**config.mk**
```make
export PLATFORM = sky130hd
export DESIGN_NAME = instr_prefetch_queue_flat
export DESIGN_NICKNAME = d
export VERILOG_FILES = /design/src/rtl/instr_prefetch_queue_pkg.sv /design/src/rtl/instr_prefetch_queue_if.sv /design/src/rtl/instr_prefetch_queue_fifo.sv /design/src/rtl/instr_prefetch_queue.sv /design/src/flat_wrapper.sv
export SDC_FILE = /design/constraint.sdc
export NUM_CORES = 1
export LEC_CHECK = 0
export BUFFER_PORTS_ARGS = -buffer_cell sky130_fd_sc_hd__buf_4
export CAP_MARGIN = 20
export CORE_MARGIN = 2
export CORE_UTILIZATION = 32
export DETAILED_ROUTE_END_ITERATION = 7
export GPL_TIMING_DRIVEN = 0
export PLACE_DENSITY_LB_ADDON = 0.2
export SLEW_MARGIN = 10
export SYNTH_ARGS = -nofsm -noshare
export SYNTH_HDL_FRONTEND = slang
export SYNTH_HIERARCHICAL = 1
export SYNTH_SLANG_ARGS = --single-unit
```
**constraint.sdc**
```tcl
create_clock -name clk -period 7.4 [get_ports clk]
set_input_delay 1.11 -clock clk [delete_from_list [all_inputs] [get_ports clk]]
set_output_delay 1.11 -clock clk [all_outputs]
set_load 0.02 [all_outputs]
```
**src/rtl/instr_prefetch_queue_pkg.sv**
```systemverilog
// Shared types and width helpers for the instruction prefetch queue.
package instr_prefetch_queue_pkg;

  localparam int unsigned IPQ_DEPTH   = 4;
  localparam int unsigned INSTR_BYTES = 4;

  typedef struct packed {
    logic [31:0] pc;
    logic [31:0] instr;
  } ipq_entry_t;

  function automatic int unsigned ptr_w(input int unsigned depth);
    return $clog2(depth);
  endfunction

  function automatic int unsigned cnt_w(input int unsigned depth);
    return $clog2(depth + 1);
  endfunction

  function automatic logic [31:0] word_align(input logic [31:0] addr);
    return {addr[31:2], 2'b00};
  endfunction

endpackage

```
**src/rtl/instr_prefetch_queue_if.sv**
```systemverilog
// Fetch request, memory response, core output and redirect channels of the prefetch queue.
interface instr_prefetch_queue_if;

  logic        req_valid;
  logic        req_ready;
  logic [31:0] req_addr;
  logic        resp_valid;
  logic [31:0] resp_data;
  logic        out_valid;
  logic        out_ready;
  logic [31:0] out_pc;
  logic [31:0] out_instr;
  logic        redirect_valid;
  logic [31:0] redirect_pc;

  // Queue side.
  modport master (
    output req_valid, req_addr, out_valid, out_pc, out_instr,
    input  req_ready, resp_valid, resp_data, out_ready, redirect_valid, redirect_pc
  );

  // Memory / core side.
  modport slave (
    input  req_valid, req_addr, out_valid, out_pc, out_instr,
    output req_ready, resp_valid, resp_data, out_ready, redirect_valid, redirect_pc
  );

endinterface

```
**src/rtl/instr_prefetch_queue_fifo.sv**
```systemverilog
// Synchronous FIFO of {pc, instr} entries with flush; head is read straight from storage.
module instr_prefetch_queue_fifo
  import instr_prefetch_queue_pkg::*;
#(
  parameter int unsigned DEPTH = IPQ_DEPTH
) (
  input  logic                      clk,
  input  logic                      rst,
  input  logic                      i_flush,
  input  logic                      i_push,
  input  ipq_entry_t                i_data,
  input  logic                      i_pop,
  output ipq_entry_t                o_data,
  output logic                      o_valid,
  output logic [cnt_w(DEPTH)-1:0]   o_occ
);

  localparam int unsigned PtrW = ptr_w(DEPTH);
  localparam int unsigned CntW = cnt_w(DEPTH);

  ipq_entry_t      r_mem [DEPTH];
  logic [PtrW-1:0] r_wr_ptr;
  logic [PtrW-1:0] r_rd_ptr;
  logic [CntW-1:0] r_cnt;
  logic            w_full;
  logic            w_pop;
  logic            w_wr_en;

  assign w_full  = (r_cnt == CntW'(DEPTH));
  assign w_pop   = i_pop && (r_cnt != '0);
  assign w_wr_en = i_push && !rst && !i_flush;

  always_ff @(posedge clk) begin
    if (rst || i_flush) begin
      r_wr_ptr <= '0;
      r_rd_ptr <= '0;
      r_cnt    <= '0;
    end else begin
      // Push into a full FIFO is only legal when the head leaves in the same cycle.
      assert (!(i_push && w_full && !w_pop));
      if (i_push) r_wr_ptr <= r_wr_ptr + PtrW'(1);
      if (w_pop)  r_rd_ptr <= r_rd_ptr + PtrW'(1);
      r_cnt <= r_cnt + CntW'(i_push) - CntW'(w_pop);
    end
  end

  always_ff @(posedge clk) begin
    if (w_wr_en) r_mem[r_wr_ptr] <= i_data;
  end

  assign o_data  = r_mem[r_rd_ptr];
  assign o_valid = (r_cnt != '0);
  assign o_occ   = r_cnt;

endmodule

```
**src/rtl/instr_prefetch_queue.sv**
```systemverilog
// Sequential instruction prefetcher with redirect flush; optional counters under IPQ_STATS_EN.
module instr_prefetch_queue
  import instr_prefetch_queue_pkg::*;
#(
  parameter int unsigned DEPTH    = IPQ_DEPTH,
  parameter logic [31:0] RESET_PC = 32'h0000_0000
) (
  input  logic                   clk,
  input  logic                   rst,
  instr_prefetch_queue_if.master bus
`ifdef IPQ_STATS_EN
  ,
  output logic [15:0]            stat_flushes,
  output logic [15:0]            stat_dropped
`endif
);

  localparam int unsigned CntW   = cnt_w(DEPTH);
  localparam logic [CntW:0] DepthW = (CntW + 1)'(DEPTH);
  localparam logic [31:0] PcStep = 32'(INSTR_BYTES);

  logic [31:0]     r_fetch_pc;
  logic [31:0]     r_resp_pc;
  logic [CntW-1:0] r_live_cnt;
  logic [CntW-1:0] r_stale_cnt;

  logic [CntW-1:0] w_occ;
  logic [CntW:0]   w_fill;
  logic [CntW:0]   w_inflight;
  logic            w_fifo_valid;
  logic            w_req_fire;
  logic            w_resp_any;
  logic            w_resp_live;
  logic            w_resp_stale;
  logic            w_pop;
  logic [31:0]     w_target;
  ipq_entry_t      w_push_data;
  ipq_entry_t      w_head;

  // Two credits: FIFO space for live responses, and total outstanding memory requests.
  assign w_fill     = {1'b0, w_occ} + {1'b0, r_live_cnt};
  assign w_inflight = {1'b0, r_live_cnt} + {1'b0, r_stale_cnt};

  assign bus.req_valid = !rst && !bus.redirect_valid && (w_fill < DepthW) && (w_inflight < DepthW);
  assign bus.req_addr  = r_fetch_pc;
  assign w_req_fire    = bus.req_valid && bus.req_ready;

  assign w_resp_any   = bus.resp_valid && ((r_live_cnt != '0) || (r_stale_cnt != '0));
  assign w_resp_stale = bus.resp_valid && (r_stale_cnt != '0);
  assign w_resp_live  = w_resp_any && (r_stale_cnt == '0) && !bus.redirect_valid;

  assign w_target    = word_align(bus.redirect_pc);
  assign w_push_data = '{pc: r_resp_pc, instr: bus.resp_data};

  assign bus.out_valid = w_fifo_valid && !rst;
  assign bus.out_pc    = w_head.pc;
  assign bus.out_instr = w_head.instr;
  assign w_pop         = bus.out_valid && bus.out_ready;

  always_ff @(posedge clk) begin
    if (rst) begin
      r_fetch_pc  <= RESET_PC;
      r_resp_pc   <= RESET_PC;
      r_live_cnt  <= '0;
      r_stale_cnt <= '0;
    end else if (bus.redirect_valid) begin
      // Every outstanding request becomes stale; a same-cycle response retires one of them.
      r_fetch_pc  <= w_target;
      r_resp_pc   <= w_target;
      r_live_cnt  <= '0;
      r_stale_cnt <= r_stale_cnt + r_live_cnt - CntW'(w_resp_any);
    end else begin
      if (w_req_fire)  r_fetch_pc <= r_fetch_pc + PcStep;
      if (w_resp_live) r_resp_pc  <= r_resp_pc + PcStep;
      r_live_cnt  <= r_live_cnt + CntW'(w_req_fire) - CntW'(w_resp_live);
      r_stale_cnt <= r_stale_cnt - CntW'(w_resp_stale);
    end
  end

  instr_prefetch_queue_fifo #(
    .DEPTH (DEPTH)
  ) u_fifo (
    .clk     (clk),
    .rst     (rst),
    .i_flush (bus.redirect_valid),
    .i_push  (w_resp_live),
    .i_data  (w_push_data),
    .i_pop   (w_pop),
    .o_data  (w_head),
    .o_valid (w_fifo_valid),
    .o_occ   (w_occ)
  );

`ifdef IPQ_STATS_EN
  logic [15:0] r_flushes;
  logic [15:0] r_dropped;
  logic        w_drop;

  assign w_drop = bus.resp_valid && ((r_stale_cnt != '0) || bus.redirect_valid);

  always_ff @(posedge clk) begin
    if (rst) begin
      r_flushes <= '0;
      r_dropped <= '0;
    end else begin
      if (bus.redirect_valid && (r_flushes != 16'hFFFF)) r_flushes <= r_flushes + 16'd1;
      if (w_drop && (r_dropped != 16'hFFFF))             r_dropped <= r_dropped + 16'd1;
    end
  end

  assign stat_flushes = r_flushes;
  assign stat_dropped = r_dropped;
`endif

endmodule
```
**src/flat_wrapper.sv**
```systemverilog
// flat-port wrapper written by rule: the top's interface ports become plain ports
module instr_prefetch_queue_flat import instr_prefetch_queue_pkg::*;
#(
  parameter int unsigned DEPTH    = IPQ_DEPTH,
  parameter logic [31:0] RESET_PC = 32'h0000_0000
)
  (clk, rst, bus_req_valid, bus_req_addr, bus_out_valid, bus_out_pc, bus_out_instr, bus_req_ready, bus_resp_valid, bus_resp_data, bus_out_ready, bus_redirect_valid, bus_redirect_pc);
  instr_prefetch_queue_if bus_i ();
  input  logic clk;
  input  logic rst;
  output wire logic [$bits(bus_i.req_valid)-1:0] bus_req_valid;
  output wire logic [$bits(bus_i.req_addr)-1:0] bus_req_addr;
  output wire logic [$bits(bus_i.out_valid)-1:0] bus_out_valid;
  output wire logic [$bits(bus_i.out_pc)-1:0] bus_out_pc;
  output wire logic [$bits(bus_i.out_instr)-1:0] bus_out_instr;
  input wire logic [$bits(bus_i.req_ready)-1:0] bus_req_ready;
  input wire logic [$bits(bus_i.resp_valid)-1:0] bus_resp_valid;
  input wire logic [$bits(bus_i.resp_data)-1:0] bus_resp_data;
  input wire logic [$bits(bus_i.out_ready)-1:0] bus_out_ready;
  input wire logic [$bits(bus_i.redirect_valid)-1:0] bus_redirect_valid;
  input wire logic [$bits(bus_i.redirect_pc)-1:0] bus_redirect_pc;
  assign bus_req_valid = bus_i.req_valid;
  assign bus_req_addr = bus_i.req_addr;
  assign bus_out_valid = bus_i.out_valid;
  assign bus_out_pc = bus_i.out_pc;
  assign bus_out_instr = bus_i.out_instr;
  assign bus_i.req_ready = bus_req_ready;
  assign bus_i.resp_valid = bus_resp_valid;
  assign bus_i.resp_data = bus_resp_data;
  assign bus_i.out_ready = bus_out_ready;
  assign bus_i.redirect_valid = bus_redirect_valid;
  assign bus_i.redirect_pc = bus_redirect_pc;
  instr_prefetch_queue #(.DEPTH(DEPTH), .RESET_PC(RESET_PC)) u_core (.clk(clk), .rst(rst), .bus(bus_i));
endmodule
```
**After elaboration in Yosys (flattened, before gate mapping)**

Memory sizes are Yosys's and may differ from the RTL's. A register that Yosys moved wholly into a read port is not among the register bits.
Cells that the tools add are included.

- Bits in registers: 77
- Bits in writable memories: 256
- Input port bits: 70
- Output and inout bits: 98
- Logic and storage cells: 58
- Memories kept: 1

- $add $sub $neg: 13
- Order comparisons: 2
- Muxes and demuxes: 9
- Reductions and logical operators: 24

Memories:

| memory | depth | width | rd ports | clocked after memory_dff | write ports | RTL line | source |
|---|---|---|---|---|---|---|---|
| u_core.u_fifo.r_mem | 4 | 64 | 1 | 1 | 1 | instr_prefetch_queue_fifo.sv:21 | `ipq_entry_t r_mem [DEPTH];` |

Operators with widths:

| cell | count |
|---|---|
| 2-to-1 mux 32 bit | 4 |
| adder 32 x 3 -> 32 bit (second input constant) | 2 |
| logical AND 1 bit | 13 |
| subtractor 3 x 1 -> 3 bit | 4 |
| nonzero test 3 bit | 3 |
| adder 3 x 3 -> 4 bit | 2 |
| less-than comparator 4 x 3 -> 1 bit (second input constant) | 2 |
| adder 3 x 1 -> 3 bit | 2 |
| adder 2 x 1 -> 2 bit (second input constant) | 2 |
| 2-to-1 mux 2 bit | 2 |
| nonzero test 2 bit | 2 |
| adder 3 bit | 1 |
| logical NOT 3 bit | 1 |
| 2-to-1 mux 3 bit | 1 |
| logical NOT 1 bit | 2 |
| logical OR 1 bit | 2 |
| 2-to-1 mux 1 bit | 2 |
| OR reduction 2 bit | 1 |

**Longest topological paths before layout**

Gate-level depths: netlist (run 1).

- Word-level depth: 9
- Depth in mapped cells: 14
- Depth with buffers taken out: 13

**By module**

Netlist (run 1), hierarchy kept.

Modules (own cells, without submodules):

| module | instances | cells each | area each (µm²) | seq. area each (µm²) |
|---|---|---|---|---|
| instr_prefetch_queue_fifo | 1 | 381 | 9,798.1 | 7,867.5 |
| instr_prefetch_queue | 1 | 466 | 3,813.7 | 1,321.3 |

**Least setup slack after synthesis (run 1)**

Ideal clock, no wire load.

- Kind: input-to-reg
- Start point: in bus_redirect_valid
- End point: mem u_core/u_fifo/r_mem[0][0] in the netlist's numbering (enable)
- Setup time: 429 ps
- Data arrival time: 3,733 ps
- Required time: 6,971 ps
- Slack: 3,238 ps
- Cell stages on the path: 4
- Path buffers: 2
- Cell sequence: clkbuf_1 > buf_1 > nor3_1 > and3_1

- Cells in the longest elaborated chain, start to end: 6

RTL lines:

| element | RTL line | source |
|---|---|---|
| from (decl) | flat_wrapper.sv:20 | `input wire logic [$bits(bus_i.redirect_valid)-1:0] bus_redirect_valid;` |
| logical NOT 1 bit | instr_prefetch_queue.sv:50 | `assign w_resp_live = w_resp_any && (r_stale_cnt == '0) && !bus.redirect_valid;` |
| logical AND 1 bit | instr_prefetch_queue.sv:50 |  |
| via u_core.w_resp_live | instr_prefetch_queue.sv:33 | `logic w_resp_live;` |
| logical AND 1 bit (2 in series) | instr_prefetch_queue_fifo.sv:31 | `assign w_wr_en = i_push && !rst && !i_flush;` |
| 2-to-1 mux 1 bit | instr_prefetch_queue_fifo.sv:48 | `if (w_wr_en) r_mem[r_wr_ptr] <= i_data;` |
| 2-to-1 mux 1 bit (not written as such) | instr_prefetch_queue_fifo.sv:48 |  |
| to (decl) | instr_prefetch_queue_fifo.sv:21 |  |

The timed path passes the listed nets, and every way through them passes these cells.

**Final worst setup path (run 1)**

- Start point: reg u_core.r_live_cnt[1]
- End point: reg u_core.r_live_cnt[2]

- Cells in the longest elaborated chain, start to end: 7
- Elaborated cells on any way between the ends: 14
- Classes of those cells: 4 x add/sub; 2 x order compare; 8 x reduce/logical

RTL lines:

| element | RTL line | source |
|---|---|---|
| from (decl) | instr_prefetch_queue.sv:24 | `logic [CntW-1:0] r_live_cnt;` |
| from (signal assigned) | instr_prefetch_queue.sv:75 | `r_live_cnt <= r_live_cnt + CntW'(w_req_fire) - CntW'(w_resp_live);` |
| adder 3 x 3 -> 4 bit | instr_prefetch_queue.sv:41 | `assign w_fill = {1'b0, w_occ} + {1'b0, r_live_cnt};` |
| less-than comparator 4 x 3 -> 1 bit | instr_prefetch_queue.sv:44 | `assign bus.req_valid = !rst && !bus.redirect_valid && (w_fill < DepthW) && (w_inflight < DepthW);` |
| logical AND 1 bit (2 in series) | instr_prefetch_queue.sv:44 |  |
| logical AND 1 bit | instr_prefetch_queue.sv:46 | `assign w_req_fire = bus.req_valid && bus.req_ready;` |
| adder 3 x 1 -> 3 bit | instr_prefetch_queue.sv:75 |  |
| subtractor 3 x 1 -> 3 bit * | instr_prefetch_queue.sv:75 |  |

Every way passes the cells marked *; elsewhere a longest branch is shown, timed or not.
A chain may end at the register's enable or synchronous reset.

==> impl_metrics.yaml, run 1 <==
setup_path:
  arrival_ns: 3.83
  cp_num_buf_inv: 5
  path_delay_family: "adder cells"
  endpoint_kind: "register"
  r2r_slack_ns: 4.00
  cp_cell_sequence: "inv_1 -> ha_1 -> a22oi_1 -> o2111a_2 -> inv_2 -> clkbuf_1 -> ha_1 -> inv_1 -> ha_1 -> inv_1 -> fa_1 -> xnor2_1 -> xnor2_1 -> nor2_1"
  path_max_fanout: 10
  cpMaxStageDelayCell: "dfxtp_1"
  cpPeakStageDelay_ns: 0.49
  reg2reg_depth: 14
  reg2reg_from: "u_core/r_live_cnt[1]"
  required_ns: 7.83
  start_kind: "register"
  path_class: "reg2reg"
  r2r-end: "u_core/r_live_cnt[2]"
clock_tree:
  cts_buffer_depth: 3
  cts_num_sinks: 331
  clk_pin_slew_ns: 0.06
  htreeDepth: 2
  numCtsBuffers: 38
  root_buffer: "clkbuf_16"
  clk_latency_ns: 0.54
  ctsHoldBuffers: 0
  post_cts_resized: 0
  cts_tree: "built"
  post_cts.repair.setup_buffers: 0
sta:
  min_period_ns: 3.396
  setup_tns_ns: 0
  period_share_pct: 45.89
  slew_headroom_pct: 37.70
  max_freq_ghz: 0.2945
  hold_viol: 0
  worst_pin_slew_ns: 0.9266
  skew_ns: 0.01402
  final-max-slew-violation-count: 0
  rsz0062_at_grt: "no"
  setup-violations-final: 0
synth:
  synthCells: 847
  async_reset_ff_share_pct: 0
  synth_warnings: 6
  syn_avg_cell_area_um2: 16.07
  synth_top_cell_by_area: "edfxtp_1"
  yosys-top-cells-area: "edfxtp_1, dfxtp_1, mux4_2"
  netlist_area_um2: 13610
  synth_edf_count: 256
  ys_seq_elements: 331
  synth-main-ff-cell: "edfxtp_1"
  synth.distinct_cells: 60
  synth-seq-area-share_pct: 67.51
  synth_top_cell_area_share_pct: 56.48
global_route:
  grt_start_max_net_pins: 37
  grt_pass1_vias: 8336
  gr-total-overflow: 0
  antenna_found_initial: 0
  grt_pass1_wl_mm: 50.35
  grt.total_usage_pct: 15.04
floorplanning:
  die_h_um: 210.2
  die-area_um2: 44200
  fp.coreArea_um2: 41950
  start_util_pct: 32.45
  placementRows: 75
  die_w_um: 210.2
  ios: 168
power:
  ir_worst_vdd_mv: 0.1558
  power.leakage_nw: 5.773
  p_total_mw: 4.221
  p_per_area_nw_per_um2: 249.6
place:
  dp_hpwl_mm: 22.06
  io_buffers: 163
  place_area_um2: 15660
  place_congestion: 0.8920
detailed_routing:
  wire_per_inst_um: 20.07
  drc_errors: 0
  drtAntennaViolNets: 0
  drt_wl_total_mm: 32.72
  drt-pass1-iter-count: 4
  drtIter0Drc: 435
  vias: 8075
  vias_per_cell: 4.954
min_path:
  hold_depth: 0
  hp-class: "reg2reg"
  worstHoldStart: "u_core/r_resp_pc[29]"
  hold_end: "u_core/u_fifo/r_mem[0][61]"
status:
  outcome: "finished, final reports clean"
finish:
  drive_above_1_share_pct: 28.60
  post-route-cell-area_um2: 16910
  fillers: 3933
  insertedDiodeCount: 0
  syn_to_final_growth_pct: 24.22
  finalNetCount: 1157
job:
  cap_violations: 0
layer usage:
layer | wire [um] | up-vias | share of wire (%) | GRT usage [%]
met5 | 0 | - | 0 | 0
met4 | 707 | 0 | 2.2 | 4.573
met3 | 2058 | 46 | 6.3 | 3.516
met2 | 15240 | 242 | 47 | 23.99
met1 | 14720 | 4031 | 45 | 20.46
li1 | - | 3756 | - | -
where the power goes:
group | total [mW] | internal (mW) | switching [mW]
clock | 1.87 | 1.15 | 0.715
sequential | 2.09 | 2.03 | 0.0510
combinational | 0.270 | 0.118 | 0.153
area by class of cell:
type                    instances  area (um2)  share of cell area (%)
flip-flops and latches        331        9189                   54.34
multi-input cells             445        4051                   23.96
repair buffers                169        1330                   7.866
clock buffers                  51        1074                   6.349
well taps                     539       674.4                   3.988
plain buffers                  41       279.0                   1.650
clock inverters                15       165.2                  0.9768
inverters                      39       146.4                  0.8658
cell usage after synthesis, drive strengths merged, types with 20 or more instances:
library cell,n
edfxtp,256
dfxtp,75
mux4,64
inv,38
nand2,35
nor2,31
a21oi,28
xor2,27
nand3,26
nand4,25
a21boi,24
buf,21
clkbuf,20
logic make-up after synthesis:
| family | Yosys count | share of synthesized area, % |
|---|---|---|
| fa+ha+maj | 22 | 2.188 |
| simple gates | 190 | 7.436 |
| xor+xnor | 46 | 3.070 |
| compound gates | 108 | 5.552 |
| other cells | 1 | 0.02755 |
| buf+inv | 80 | 3.125 |
| flops | 331 | 67.51 |
| mux | 69 | 11.09 |
through the flow:
| step | hold slack, ns | std cells | util (%) | worst slack (ns) |
|---|---|---|---|---|
| floorplan | 0.4797 | 856 | - | 3.238 |
| global placement | 0.5213 | 1558 | 37.06 | 1.019 |
| detailed placement | 0.5361 | 1563 | 37.34 | 3.049 |
| CTS | 0.5444 | 1629 | 40.29 | 3.625 |
| global route | 0.5713 | 1630 | 40.31 | 3.769 |
| finish | 0.5442 | 1630 | 40.31 | 4.004 |
cell usage in the layout (no fill, tap or decap), drive strengths merged, types with 12 or more instances in the layout:
cell type / n
nand3: 26
nor2: 31
clkinv: 12
edfxtp: 256
dfxtp: 75
nor3: 19
inv: 38
xnor2: 18
nand2: 35
xor2: 27
ha: 19
mux4: 64
clkbuf: 72
buf: 188
a211oi: 13
nand4: 25
a21oi: 28
a21boi: 24
worst max path at each step:
stage | start | end | slack [ns] | cells past startpoint
after floorplan | bus_redirect_valid | u_core/u_fifo/r_mem[0][0] | 3.24 | 4
after global placement | bus_redirect_valid | u_core/u_fifo/r_mem[1][58] | 1.02 | 5
after detailed placement | bus_redirect_valid | u_core/u_fifo/r_mem[1][19] | 3.05 | 6
after CTS | bus_redirect_valid | u_core/u_fifo/r_mem[1][19] | 3.62 | 6
after global routing | u_core/r_live_cnt[1] | u_core/r_live_cnt[2] | 3.77 | 14
final | u_core/r_live_cnt[1] | u_core/r_live_cnt[2] | 4.00 | 14
flip-flops by register name (all words and copies together), names as in the netlist, named ones only:
signal                  flops
u_core/r_resp_pc           30
u_core/u_fifo/r_rd_ptr      2
u_core/u_fifo/o_occ         3
u_core/r_live_cnt           3
u_core/bus.req_addr        30
u_core/r_stale_cnt          3
u_core/u_fifo/r_mem       256
u_core/u_fifo/r_wr_ptr      2
Note: power is estimated with default switching activity, not from simulation.
==> run 2, diff against run 1 <==
- clock period: 7.4 -> 3.5 ns (I/O delays scaled with it)
==> run 2 against run 1 <==
Net effect:
- sequential power up 110%
- clock power is 110% higher
- clock-buffer cell count is 1 higher
- combinational power up 110%
- first-iteration DRC count fell by 10%
==> impl_metrics.yaml, run 2 (synthesized netlist as in run 1, its figures left out) <==
status:
  outcome: "finished, final reports clean"
min_path:
  hp-class: "in2reg"
  hold_depth: 1
  hold_end: "u_core/u_fifo/r_mem[1][22]"
  worstHoldStart: "bus_resp_data[22]"
finish:
  largest_reg_flops: 256
  drive_above_1_share_pct: 29.12
  syn_to_final_growth_pct: 24.18
  fin_util_pct: 40.30
  finalNetCount: 1155
  insertedDiodeCount: 0
  regMostFlops: "u_core/u_fifo/r_mem"
  final_common_cell: "edfxtp_1"
  final_cell_mix: "edfxtp_1, buf_4, dfxtp_1, mux4_2, clkbuf_16"
  layoutNonFillerInstCount: 1631
  fillers: 3901
sta:
  rsz0062_at_grt: "no"
  setup-violations-final: 0
  hold_viol: 0
  slew_headroom_pct: 35.22
  max_freq_ghz: 0.3269
  worst_pin_slew_ns: 0.9635
  final-max-slew-violation-count: 0
  hold-worst-slack_ns: 0.1809
  skew_ns: 0.02065
  min_period_ns: 3.059
  period_share_pct: 87.39
job:
  cap_violations: 0
detailed_routing:
  drtAntennaViolNets: 0
  drtIter0Drc: 390
  vias_per_cell: 4.955
  drt_wl_total_mm: 32.88
  drt-pass1-iter-count: 5
  wire_per_inst_um: 20.16
  vias: 8082
  drc_errors: 0
global_route:
  grt_start_max_net_pins: 45
  grt_pass1_wl_mm: 50.06
  antenna_found_initial: 0
  gr-total-overflow: 0
  grt.total_usage_pct: 15.05
  grt_pass1_vias: 8303
floorplanning:
  placementRows: 75
  start_util_pct: 32.45
  die_w_um: 210.2
  ios: 168
  die_h_um: 210.2
  fp.coreArea_um2: 41950
  die-area_um2: 44200
clock_tree:
  cts_tree: "built"
  clk_latency_ns: 0.55
  cts_num_sinks: 331
  root_buffer: "clkbuf_16"
  clk_pin_slew_ns: 0.06
  numCtsBuffers: 39
  cts_buffer_depth: 3
  htreeDepth: 2
setup_path:
  endpoint_kind: "register"
  path_class: "reg2reg"
  start_kind: "register"
  reg2reg_from: "u_core/r_live_cnt[1]"
  r2r_slack_ns: 0.44
  r2r-end: "u_core/r_live_cnt[2]"
  path_max_fanout: 14
  required_ns: 3.94
  reg2reg_depth: 13
  arrival_ns: 3.50
power:
  power.leakage_nw: 5.755
  p_per_area_nw_per_um2: 525.4
  ir_worst_vdd_mv: 0.3343
place:
  placed_cells: 1562
  place_congestion: 0.8630
  dp_hpwl_mm: 22.04
  io_buffers: 163
## run 2: changes by cell type in the layout (fill, tap and decap cells not counted), sizes merged
cell           previous run  this run
clkinvlp                  0         4
bufinv                    4         2
clkinv                   12        11
inv                      38        40
clkbuf                   72        71
clkdlybuf4s15             1         0
## run 2: what timing repair did
item / 4_1_cts / 5_1_grt
gates resized for setup: 0 / 1
endpoints found under the setup margin: 0 / 25
hold buffers: 0 / 0
buffers inserted: 0 / 0
## run 2: how the worst max path moves through the flow
stage | startpoint | to | cells after the start
floorplan | bus_redirect_valid | u_core/u_fifo/r_mem[0][0] | 4
global placement | bus_redirect_valid | u_core/u_fifo/r_mem[1][15] | 5
detailed placement | bus_redirect_valid | u_core/u_fifo/r_mem[1][15] | 6
CTS | u_core/r_stale_cnt[1] | u_core/u_fifo/r_mem[1][9] | 5
global route | u_core/r_live_cnt[1] | u_core/r_live_cnt[2] | 13
finish | u_core/r_live_cnt[1] | u_core/r_live_cnt[2] | 13
## run 2: worst max-delay path: stages (launching register included)
cell and delay (ns):
dfxtp_1 0.47, inv_1 0.13, ha_1 0.34, a22oi_1 0.27, o2111a_2 0.31, inv_2 0.16
ha_1 0.30, inv_1 0.05, ha_1 0.13, inv_1 0.05, fa_1 0.37, xnor2_1 0.20
xnor2_1 0.14, nor2_1 0.05
## run 2: metal layers
layer | vias up | track usage [%] | share of wire, % | wire [um]
met5 | - | 0 | 0 | 0
met4 | 0 | 6.016 | 2.7 | 886
met3 | 59 | 2.890 | 5.7 | 1870
met2 | 261 | 23.50 | 45 | 14960
met1 | 4004 | 20.75 | 46 | 15160
li1 | 3758 | - | - | -
## run 2: per-stage QoR
stage | cell area (um2) | setup TNS [ns] | worst slack [ns] | power, mW
finish | 16900 | 0 | 0.4412 | 8.881
global route | 16900 | 0 | 0.2137 | 9.257
CTS | 16900 | 0 | 0.07294 | 9.030
detailed placement | 15670 | -39.34 | -0.3635 | 5.060
global placement | 15550 | -232.97 | -0.9431 | 5.050
floorplan | 13650 | 0 | 0.6015 | 4.799
## run 2: area by class of cell
type | instances | area [um2] | share of cell area, %
Sequential cell | 331 | 9189 | 54.36
Multi-Input combinational cell | 445 | 4063 | 24.03
Timing Repair Buffer | 167 | 1319 | 7.802
Clock buffer | 52 | 1076 | 6.366
Tap cell | 539 | 674.4 | 3.990
Buffer | 40 | 275.3 | 1.628
Clock inverter | 18 | 161.4 | 0.9549
Inverter | 39 | 146.4 | 0.8660
## run 2: report_power, final
part	switching, mW	total [mW]	internal [mW]
Clock	1.58	3.90	2.32
Combinational	0.323	0.572	0.248
Sequential	0.109	4.41	4.30
Total	2.02	8.88	6.86
==> run 3, diff against run 2 <==
- CORE_MARGIN: 2 -> 4
- CTS_CLUSTER_DIAMETER: not set -> 80
- SYNTH_HIERARCHICAL: 1 -> not set
==> run 3 against run 2 <==
Net effect:
- routed wire length rose by 0.55%
- core utilization fell by 0.15 points
- largest power group unchanged
- register-to-register slack lost 0.03 ns
- sequential share of layout area is 0.23 points higher
- global-route usage decreased by 0.32 points
- flip-flop and latch count fell by 8
==> impl_metrics.yaml, run 3 <==
finish:
  drive_above_1_share_pct: 28.31
  fin_util_pct: 40.15
  largest_reg_flops: 248
  final_common_cell: "edfxtp_1"
  insertedDiodeCount: 0
  finalNetCount: 1158
  final_cell_mix: "edfxtp_1, buf_4, dfxtp_1, mux4_2, nand2_1"
  fillers: 3785
  regMostFlops: "u_core.u_fifo.r_mem"
  syn_to_final_growth_pct: 24.06
place:
  dp_hpwl_mm: 22.68
  place_congestion: 0.8736
  io_buffers: 161
power:
  p_per_area_nw_per_um2: 519.2
  p_total_mw: 8.511
  power.leakage_nw: 5.463
  ir_worst_vdd_mv: 0.2969
synth:
  netlist_area_um2: 13210
  yosys-top-cells-area: "edfxtp_1, dfxtp_1, mux4_2"
  synth.distinct_cells: 55
  ys_seq_elements: 323
  synth_edf_count: 248
  async_reset_ff_share_pct: 0
  synthCells: 860
  synth_top_cell_area_share_pct: 56.36
  synth_common_cells: "edfxtp_1, dfxtp_1, mux4_2"
  synth_top_cell_by_area: "edfxtp_1"
  synth_warnings: 0
  synth-main-ff-cell: "edfxtp_1"
  synth-seq-area-share_pct: 67.72
  syn_avg_cell_area_um2: 15.37
  synthMostInstantiatedCell: "edfxtp_1"
detailed_routing:
  vias: 8220
  drc_errors: 0
  drtIter0Drc: 541
  drt-pass1-iter-count: 5
  vias_per_cell: 5.052
  drt_wl_total_mm: 33.06
  wire_per_inst_um: 20.32
  drtAntennaViolNets: 0
setup_path:
  path_class: "reg2out"
  cp_num_buf_inv: 3
  start_kind: "register"
  path_delay_family: "buffers and inverters"
  cpPeakStageDelay_ns: 0.61
  required_ns: 2.97
  arrival_ns: 2.62
  cpMaxStageDelayCell: "mux4_2"
  cp_cell_sequence: "clkbuf_1 -> clkdlybuf4s15_2 -> mux4_2 -> buf_4"
  endpoint_kind: "output pin"
  path_max_fanout: 10
global_route:
  use_met2_pct: 22.99
  top_usage_layer: "met2"
  grt_pass1_wl_mm: 50.96
  grt_start_max_net_pins: 50
  gr-total-overflow: 0
  grt.total_usage_pct: 14.73
  met3_usage_pct: 3.267
  met1_usage_pct: 20.99
  grt_pass1_vias: 8434
  antenna_found_initial: 1
clock_tree:
  clk_latency_ns: 0.52
  cts_num_sinks: 323
  clk_pin_slew_ns: 0.06
  htreeDepth: 2
  cts_tree: "built"
  root_buffer: "clkbuf_16"
  numCtsBuffers: 38
  cts_buffer_depth: 3
  post_cts.repair.setup_buffers: 0
floorplanning:
  die-area_um2: 44610
  ios: 168
  die_h_um: 211.2
  die_w_um: 211.2
  placementRows: 74
  start_util_pct: 32.36
  fp.coreArea_um2: 40830
sta:
  skew_ns: 0.02189
  slew_headroom_pct: 36.69
  period_share_pct: 89.91
  worst_pin_slew_ns: 0.9365
  rsz0062_at_grt: "no"
  final-max-slew-violation-count: 0
  min_period_ns: 3.147
  max_freq_ghz: 0.3178
  setup-violations-final: 0
  hold_viol: 0
min_path:
  hp-class: "in2reg"
job:
  cap_violations: 0
status:
  outcome: "finished, final reports clean"
==> run 3: timing repair <==
item	CTS	global route
hold buffers	0	0
setup endpoints to repair	10	51
resized for setup	2	11
endpoints found under the hold margin	0	0
==> run 3: final timing paths <==
check,slack [ns],cells after the start,startpoint,to
setup / recovery,0.35,4,register,bus_out_pc[4]
hold / removal,0.21,1,bus_resp_data[31],u_core.u_fifo.r_mem[0][31]
setup reg to reg,0.41,5,u_core.r_stale_cnt[1],u_core.u_fifo.r_mem[0][24]
hold reg to reg,0.51,2,u_core.u_fifo.r_wr_ptr[1],u_core.u_fifo.r_wr_ptr[1]
==> run 3: final cells by class <==
cell class | count | area [um2] | share of cell area (%)
sequential | 323 | 8949 | 54.59
timing repair buffer | 165 | 1319 | 8.045
buffer | 45 | 200.2 | 1.221
multi-input combinational | 476 | 4045 | 24.68
clock buffer | 51 | 1031 | 6.289
inverter | 19 | 71.32 | 0.4350
clock inverter | 16 | 112.6 | 0.6869
tap | 532 | 665.6 | 4.060
==> run 3: cells by family after synthesis <==
family / after synthesis / share of synthesized area (%)
and+or+nand+nor: 239 / 9.185
AOI/OAI and AO/OA: 107 / 5.463
buffers and inverters: 64 / 1.951
other: 1 / 0.02838
DFF: 323 / 67.72
muxes: 68 / 11.07
xor gates and xnor gates: 38 / 2.519
adders and majority gates: 20 / 2.064
==> run 3: stage by stage <==
stage	cell area (um2)	setup TNS (ns)	std cells	worst slack, ns	hold WS, ns
6_report	16390	0	1627	0.3532	0.2111
5_1_grt	16390	0	1627	0.08032	0.1845
4_1_cts	16380	0	1627	0.005882	0.1785
3_5_place_dp	15230	0	1560	0.1266	0.4961
3_3_place_gp	15100	-127.89	1556	-0.5281	0.4878
2_1_floorplan	13230	0	863	0.5855	0.4692
==> run 3: power breakdown <==
part	switching (mW)	internal (mW)	total, mW
sequential	0.125	4.20	4.32
combinational	0.317	0.245	0.562
clock	1.48	2.14	3.63
total	1.93	6.58	8.51
==> run 3: metal layers <==
layer	vias up	routed length, um	share of wire, %
met5	-	7	0.021
met4	2	719	2.2
met3	61	2291	6.9
met2	305	14880	45
met1	4056	15160	46
li1	3796	-	-
==> run 3: worst register-to-register path: stages (launching register included) <==
cell and delay (ns):
dfxtp_1 0.35, or4b_2 0.78, nor2_1 0.21, clkbuf_1 0.49, and3_4 0.60, buf_16 0.31
